$ cat src/rtl/mux_stream_rr.sv
`default_nettype none
// ============================================================================
// Module   : mux_stream_rr
// Purpose  : Selects one of CHANNELS valid/ready input streams into a single
//            registered output stream. The channel is chosen either by a
//            fixed index (sel_i) or by round-robin arbitration.
// Revision : 1.0 - initial release
// ----------------------------------------------------------------------------
// Parameters
//   WIDTH    : data width per channel
//   CHANNELS : number of input channels (2..16)
//   SEL_W    : width of sel_i / out_chan_o, 2**SEL_W >= CHANNELS
// Ports
//   clk        in   rising-edge clock
//   reset_n    in   asynchronous active-low reset
//   in_data_i  in   packed channel words, channel i at [i*WIDTH +: WIDTH]
//   in_valid_i in   per-channel valid
//   in_ready_o out  per-channel ready, one-hot or zero
//   sel_i      in   channel index used in fixed mode
//   rr_mode_i  in   0 = fixed select, 1 = round-robin
//   out_data_o out  registered output word
//   out_valid_o out output word valid
//   out_ready_i in  downstream accepts the output word
//   out_chan_o out  channel that produced out_data_o
// ============================================================================
module mux_stream_rr #(
  parameter int WIDTH    = 8,
  parameter int CHANNELS = 4,
  parameter int SEL_W    = 2
) (
  input  logic                      clk,
  input  logic                      reset_n,
  input  logic [CHANNELS*WIDTH-1:0] in_data_i,
  input  logic [CHANNELS-1:0]       in_valid_i,
  output logic [CHANNELS-1:0]       in_ready_o,
  input  logic [SEL_W-1:0]          sel_i,
  input  logic                      rr_mode_i,
  output logic [WIDTH-1:0]          out_data_o,
  output logic                      out_valid_o,
  input  logic                      out_ready_i,
  output logic [SEL_W-1:0]          out_chan_o
);

  // One extra bit so last_grant + k (k <= CHANNELS) never overflows.
  localparam int                  IDX_W     = SEL_W + 1;
  localparam logic [IDX_W-1:0]    C_NUM_CH  = IDX_W'(CHANNELS);
  localparam logic [CHANNELS-1:0] C_ONE     = CHANNELS'(1);
  localparam logic [SEL_W-1:0]    C_LAST_CH = SEL_W'(CHANNELS - 1);

  logic [WIDTH-1:0] out_data_q,   out_data_d;
  logic             out_valid_q,  out_valid_d;
  logic [SEL_W-1:0] out_chan_q,   out_chan_d;
  logic [SEL_W-1:0] last_grant_q, last_grant_d;

  logic             can_accept;
  logic             fix_vld;
  logic             rr_vld;
  logic [SEL_W-1:0] rr_gnt;
  logic             gnt_vld;
  logic [SEL_W-1:0] gnt;
  logic             xfer;
  logic [WIDTH-1:0] gnt_data;

  // Single-entry output register: free when empty or being drained now.
  assign can_accept = !out_valid_q || out_ready_i;

  // Fixed mode: out-of-range indices never grant. The shift yields zero for
  // large sel_i anyway, the explicit compare keeps the intent obvious.
  assign fix_vld = ({1'b0, sel_i} < C_NUM_CH) &&
                   (|(in_valid_i & (C_ONE << sel_i)));

  // Round-robin scan starting just after the last granted channel, wrapping
  // modulo CHANNELS. The first valid channel found wins.
  always_comb begin
    logic [IDX_W-1:0] idx;
    rr_vld = 1'b0;
    rr_gnt = '0;
    idx    = '0;
    for (int k = 1; k <= CHANNELS; k++) begin
      idx = {1'b0, last_grant_q} + IDX_W'(k);
      if (idx >= C_NUM_CH) begin
        idx = idx - C_NUM_CH;
      end
      if (!rr_vld && (|(in_valid_i & (C_ONE << idx)))) begin
        rr_vld = 1'b1;
        rr_gnt = idx[SEL_W-1:0];
      end
    end
  end

  assign gnt_vld = rr_mode_i ? rr_vld : fix_vld;
  assign gnt     = rr_mode_i ? rr_gnt : sel_i;

  // reset_n gates ready so nothing handshakes while the block is held in
  // reset, even though the emptied output register could otherwise accept.
  assign xfer       = reset_n && can_accept && gnt_vld;
  assign in_ready_o = xfer ? (C_ONE << gnt) : '0;

  always_comb begin
    gnt_data = '0;
    for (int i = 0; i < CHANNELS; i++) begin
      if (gnt == SEL_W'(i)) begin
        gnt_data = in_data_i[i*WIDTH +: WIDTH];
      end
    end
  end

  // A transfer overrides a drain in the same cycle, giving one word/clock.
  always_comb begin
    out_data_d   = out_data_q;
    out_valid_d  = out_valid_q;
    out_chan_d   = out_chan_q;
    last_grant_d = last_grant_q;
    if (xfer) begin
      out_data_d  = gnt_data;
      out_chan_d  = gnt;
      out_valid_d = 1'b1;
      if (rr_mode_i) begin
        last_grant_d = gnt;
      end
    end else if (out_ready_i) begin
      out_valid_d = 1'b0;
    end
  end

  // last_grant resets to the final channel so channel 0 is scanned first.
  always_ff @(posedge clk or negedge reset_n) begin
    if (!reset_n) begin
      out_data_q   <= '0;
      out_valid_q  <= 1'b0;
      out_chan_q   <= '0;
      last_grant_q <= C_LAST_CH;
    end else begin
      out_data_q   <= out_data_d;
      out_valid_q  <= out_valid_d;
      out_chan_q   <= out_chan_d;
      last_grant_q <= last_grant_d;
    end
  end

  assign out_data_o  = out_data_q;
  assign out_valid_o = out_valid_q;
  assign out_chan_o  = out_chan_q;

endmodule
`default_nettype wire

$ cat config.mk
export PLATFORM = sky130hd
export DESIGN_NAME = mux_stream_rr
export DESIGN_NICKNAME = d
export VERILOG_FILES = /design/src/rtl/mux_stream_rr.sv
export SDC_FILE = /design/constraint.sdc
export NUM_CORES = 1
export LEC_CHECK = 0
export ABC_AREA = 1
export CORE_UTILIZATION = 40
export DETAILED_ROUTE_END_ITERATION = 8
export HOLD_SLACK_MARGIN = 0.1
export PLACE_DENSITY_LB_ADDON = 0.3
export SYNTH_ARGS = -nofsm -noshare
export SYNTH_HDL_FRONTEND = slang
export SYNTH_SLANG_ARGS = --single-unit
$ cat constraint.sdc
create_clock -name clk -period 4.5 [get_ports clk]
set_input_delay 0.45 -clock clk [delete_from_list [all_inputs] [get_ports clk]]
set_output_delay 0.45 -clock clk [all_outputs]
set_load 0.01 [all_outputs]
==> results.json, run 1 <==
{
  "cp-start-kind": "register",
  "hold_class": "input port to async pin",
  "gr-total-overflow": 0,
  "finalCriticalPeriod_ns": 3.61,
  "portBuffers": 56,
  "ios": 57,
  "crit_fanout": 15,
  "nNetsFinal": 286,
  "hold_viol": 0,
  "fmax_mhz": 277,
  "maxSlewViolCount": 0,
  "place_ws_ns": 0.993,
  "cts_root_buf": "clkbuf_4",
  "syn_inst": 184,
  "yosysWarnings": 0,
  "cts_resized": 0,
  "drive_above_1_share_pct": 14.6,
  "clk_pin_slew_ns": 0.08,
  "finalSetupViolCount": 0,
  "hold_buffers": 0,
  "critPathCaptureType": "output port",
  "synth-seq-cells": 13,
  "core-area_sq_um": 3050,
  "ant_nets": 0,
  "maxCapViolations": 0,
  "diodes": 0,
  "hpwlAfterDp_um": 2610,
  "ys_types": 29,
  "grt_first_pass_wirelength_um": 5240,
  "drt_wl_total_um": 3250,
  "cts_max_path_buffers": 2,
  "worst_slack_ns": 0.886,
  "syn_avg_cell_area_sq_um": 7.00,
  "reg2reg_from": "last_grant_q[0]",
  "synth_edf_count": 0,
  "period_share_pct": 80.3,
  "grt_pass1_vias": 1163,
  "cts_sinks": 13,
  "finalClockSkew_ns": 0.00649,
  "die_w_um": 58.8,
  "dieHeight_um": 58.8,
  "power_density_nw_per_um2": 547,
  "drtIter0Drc": 56,
  "mostFrequentLayoutCells": "clkdlybuf4s50_1, nand2_1, nor2_1",
  "synth_nets": 230,
  "post-route-util_pct": 61.2,
  "drc": 0,
  "clk_latency_ns": 0.29,
  "worstSetupPathType": "register to output port",
  "outcome": "finished clean",
  "cts_tree": "done",
  "vias": 1383,
  "syn_area_sq_um": 1290,
  "place.gp.congestion": 0.921,
  "worstReg2RegEnd": "out_data_o[2]",
  "dieArea_sq_um": 3450,
  "max_slew_margin_pct": 64.6,
  "cts_buffers": 3,
  "dr.pass1.iters": 4,
  "fin_setup_tns_ns": 0,
  "worstPathArrival_ns": 3.16,
  "rsz0062_at_grt": "no",
  "drt-vias-per-instance": 4.89,
  "async_flop_share_pct": 100,
  "syn_to_final_growth_pct": 45.0,
  "reg2reg_depth": 14,
  "grt_usage_pct": 20.1,
  "htree_levels": 1,
  "antenna_found_initial": 0,
  "final_common_cell": "clkdlybuf4s50_1",
  "num_rows": 20,
  "reg2reg_slack_ns": 2.01,
  "tightest_slew_ns": 0.530,
  "start_util_pct": 42.2,
  "ir_worst_vdd_v": 0.000311,
  "grt_max_degree": 23,
  "cts_setup_buffers": 0,
  "cp.required_ns": 4.05,
  "ys_seq_area_share_pct": 25.4,
  "synth-main-ff-cell": "dfrtp_1",
  "wl_per_cell_um": 11.5,
  "p_leak_nw": 0.837,
  "p_total_w": 0.00102
}
==> registers in the layout (all words and copies together) (netlist names) <==
name and flops:
out_data_o 8, last_grant_q 2, out_chan_o 2, out_valid_o 1
==> per-stage QoR <==
step / hold slack (ns) / cell area, sq um / cells
2_1_floorplan: 0.154 / 1290 / 184
3_3_place_gp: 0.457 / 1840 / 279
3_5_place_dp: 0.462 / 1840 / 279
4_1_cts: 0.457 / 1870 / 283
5_1_grt: 0.470 / 1870 / 283
6_report: 0.462 / 1870 / 283
==> cell usage after synthesis (2+ instances only) <==
| master | instances | area (sq um) |
|---|---|---|
| nor2_4 | 3 | 33.8 |
| nand3_1 | 13 | 65.1 |
| ha_1 | 4 | 50.1 |
| nor2_1 | 19 | 71.3 |
| dfrtp_1 | 11 | 275 |
| buf_6 | 2 | 22.5 |
| nand2_1 | 53 | 199 |
| nand4_1 | 13 | 81.3 |
| inv_1 | 15 | 56.3 |
| o21ai_0 | 6 | 30.0 |
| o21ai_1 | 7 | 35.0 |
| o21ai_2 | 4 | 35.0 |
| nand2_4 | 4 | 45.0 |
| nand3_2 | 5 | 50.1 |
| dfstp_2 | 2 | 52.6 |
| nand2_2 | 8 | 50.1 |
| clkinv_1 | 2 | 7.51 |
| nor3_1 | 2 | 10.0 |
==> where the power goes <==
part           switching [W]  internal [W]  leakage [nW]  total (W)
combinational       0.000428      0.000303         0.668   0.000731
clock              0.0000424     0.0000346        0.0150  0.0000769
sequential         0.0000374      0.000177         0.154   0.000215
==> cell type report <==
| type | count | area, sq um |
|---|---|---|
| clock buffers | 4 | 26.3 |
| fillers | 290 | 1180 |
| inverters | 18 | 67.6 |
| multi-input cells | 147 | 825 |
| flip-flops and latches | 13 | 328 |
| well taps | 44 | 55.1 |
| repair buffers | 57 | 568 |
==> cell families after synthesis <==
logic type	after synthesis	share of synthesized area, %
adders and majority gates	4	3.88
DFF	13	25.4
buffers and inverters	24	10.6
AOI/OAI and AO/OA	20	9.51
and+or+nand+nor	123	50.6
==> how the worst max path moves through the flow <==
stage	startpoint	cells past startpoint	to
final	last_grant_q[0]	10	in_ready_o[0]
after global routing	last_grant_q[1]	10	in_ready_o[0]
after CTS	last_grant_q[0]	10	in_ready_o[0]
after detailed placement	in_valid_i[0]	10	in_ready_o[0]
after global placement	in_valid_i[1]	10	in_ready_o[0]
after floorplan	last_grant_q[0]	14	in_ready_o[2]
==> layer usage <==
layer	share of wire [%]	GRT usage, %	up-vias
met5	0	0	-
met4	0.74	6.46	0
met3	5.1	4.18	3
met2	45	30.0	48
met1	49	28.7	613
li1	-	-	719
==> critical path, stage by stage, from the launching register on <==
cell and delay (ns):
dfstp_2 0.58, ha_1 0.25, nand2_1 0.08, nand2_1 0.09, nor2_1 0.07, nand3_2 0.08, nor3_1 0.07, nor3_4 0.48
clkinv_1 0.41, nor3_2 0.18, clkdlybuf4s50_1 0.56
Power figures use the tool's default switching activity.
==> run 2, diff against run 1 <==
- clock period: 4.5 -> 3.4 ns (I/O delays scaled with it)
==> run 2 against run 1 <==
  * Clock-buffer cell count is the same
  * Via count grew 6.2%
  * Global-route usage grew 0.11 points
  * Clock power grew 22%
  * Non-clock buffer count up 14
  * Cell area increased by 6.2%
  * Sequential power increased by 32%
  * Sequential share of layout area down 1.0 points
  * Setup slack lost 0.74 ns
==> results.json, run 2 (same netlist as run 1, synthesis figures left out) <==
{
  "max_slew_margin_pct": 63.9,
  "cp_slowest_cell": "dfstp_2",
  "hold_ws_ns": 0.394,
  "fin_cells": 297,
  "crit_cells": 14,
  "ant_nets": 0,
  "ios": 57,
  "p_switching_w": 0.000703,
  "maxSlewViolCount": 0,
  "dr.pass1.iters": 4,
  "critPathCaptureType": "output port",
  "place.gp.congestion": 0.893,
  "clkPwrFrac_pct": 6.4,
  "tightest_slew_ns": 0.540,
  "start_util_pct": 42.2,
  "vias": 1469,
  "worstPathArrival_ns": 2.91,
  "drive_above_1_share_pct": 19.8,
  "dp_cells": 279,
  "crit_chain": "inv_1 > ha_1 > nand2_1 > nand2_1 > nor2_4 > nand3_2 > clkinv_1 > nand3_1 > nand2_2 > nand2_4 > nand2_8 > nand2_4 > nor2_1 > clkdlybuf4s50_1",
  "cts_root_buf": "clkbuf_4",
  "finalInstanceArea_sq_um": 1980,
  "grt_first_pass_wirelength_um": 5350,
  "drtIter0Drc": 60,
  "dieHeight_um": 58.8,
  "reg2reg_from": "last_grant_q[0]",
  "cp-startpoint": "last_grant_q[0]",
  "cts_buffers": 3,
  "post-route-util_pct": 65.0,
  "num_rows": 20,
  "hold_class": "input port to async pin",
  "diodes": 0,
  "hold_viol": 0,
  "portBuffers": 56,
  "finalClockSkew_ns": 0.00264,
  "reg2reg_depth": 18,
  "p_seq_share_pct": 19.2,
  "grt_max_degree": 23,
  "cts_max_path_buffers": 2,
  "finalCriticalPeriod_ns": 3.25,
  "final_common_cell": "clkdlybuf4s50_1",
  "crit_fanout": 13,
  "cts_sinks": 13,
  "cpPeakStageDelay_ns": 0.58,
  "outcome": "finished clean",
  "syn_to_final_growth_pct": 54.0,
  "swShare_pct": 47.8,
  "pwr-share-comb_pct": 74.4,
  "worstSetupPathType": "register to output port",
  "htree_levels": 1,
  "hpwlAfterDp_um": 2620,
  "fmax_mhz": 307,
  "power_density_nw_per_um2": 742,
  "worstReg2RegEnd": "out_data_o[5]",
  "dieArea_sq_um": 3450,
  "cp.required_ns": 3.06,
  "grt_usage_pct": 20.2,
  "crit_end": "in_ready_o[3]",
  "maxCapViolations": 0,
  "gr-total-overflow": 0,
  "wl_per_cell_um": 11.7,
  "finalSetupViolCount": 0,
  "p_int_w": 0.000768,
  "core-area_sq_um": 3050,
  "reg2reg_slack_ns": 0.89,
  "grt_pass1_vias": 1184,
  "drt_wl_total_um": 3490,
  "path_buf_inv": 3,
  "period_share_pct": 95.7,
  "clk_latency_ns": 0.27,
  "ir_worst_vdd_v": 0.000348,
  "clk_pin_slew_ns": 0.08,
  "nNetsFinal": 300,
  "antenna_found_initial": 0,
  "die_w_um": 58.8,
  "drc": 0,
  "p_leak_nw": 0.910,
  "path_delay_family": "simple AND/OR/NAND/NOR gates",
  "mostFrequentLayoutCells": "clkdlybuf4s50_1, nand2_1, nor2_1",
  "cts_tree": "done",
  "hold_buffers": 0,
  "cp-start-kind": "register",
  "n_fill_cell": 274,
  "drt-vias-per-instance": 4.95,
  "placed_area_sq_um": 1840,
  "largest_reg_flops": 8
}
run 2: cell count changes in the layout (fill, tap and decap cells not counted):
| cell | previous run | this run |
|---|---|---|
| buf_4 | 1 | 15 |
| clkinv_1 | 2 | 1 |
| clkinv_2 | 0 | 1 |
| nand2_4 | 4 | 3 |
| nand2_8 | 1 | 2 |
run 2: routing by layer:
metal / GRT usage (%) / up-vias / wire [um]
met5: 0 / - / 0
met1: 30.9 / 677 / 1700
met4: 6.46 / 0 / 22
met3: 2.64 / 4 / 149
li1: - / 745 / -
met2: 29.1 / 43 / 1620
run 2: worst min path at each step:
| stage | start | to | slack (ns) | cells past startpoint |
|---|---|---|---|---|
| 2_1_floorplan | reset_n | out_chan_o[0] | 0.04 | 0 |
| 3_3_place_gp | out_chan_o[0] | out_chan_o[0] | 0.46 | 2 |
| 3_5_place_dp | out_chan_o[0] | out_chan_o[0] | 0.47 | 2 |
| 4_1_cts | reset_n | out_valid_o | 0.39 | 2 |
| 5_1_grt | reset_n | out_valid_o | 0.42 | 2 |
| 6_report | reset_n | out_valid_o | 0.39 | 2 |
run 2: stage by stage:
stage / setup TNS, ns / setup WS [ns] / total power, W
3_5_place_dp: 0 / 0.0949 / 0.00125
3_3_place_gp: 0 / 0.174 / 0.00125
4_1_cts: 0 / 0.0227 / 0.00135
6_report: 0 / 0.145 / 0.00147
5_1_grt: -0.00853 / -0.00670 / 0.00160
2_1_floorplan: 0 / 1.12 / 0.00101
run 2: final cells by class:
| cell class | count | area [sq um] | share of cell area (%) |
|---|---|---|---|
| multi-input cells | 147 | 833 | 42.0 |
| inverters | 18 | 68.8 | 3.47 |
| well taps | 44 | 55.1 | 2.77 |
| flip-flops and latches | 13 | 328 | 16.5 |
| clock buffers | 4 | 26.3 | 1.32 |
| repair buffers | 71 | 673 | 33.9 |
run 2: timing repair:
| action | in CTS | in global routing |
|---|---|---|
| resized for setup | 1 | 1 |
| buffers inserted | 0 | 14 |
| endpoints found under the setup margin | 2 | 4 |
| pin swaps | 0 | 1 |
run 2: power groups by stage:
stage	Sequential [W]	Clock, W	Combinational, W
6_report	0.000283	0.0000935	0.00109
5_1_grt	0.000289	0.000104	0.00120
4_1_cts	0.000285	0.0000957	0.000971
3_5_place_dp	0.000288	0	0.000967
3_3_place_gp	0.000287	0	0.000960
2_1_floorplan	0.000307	0	0.000704
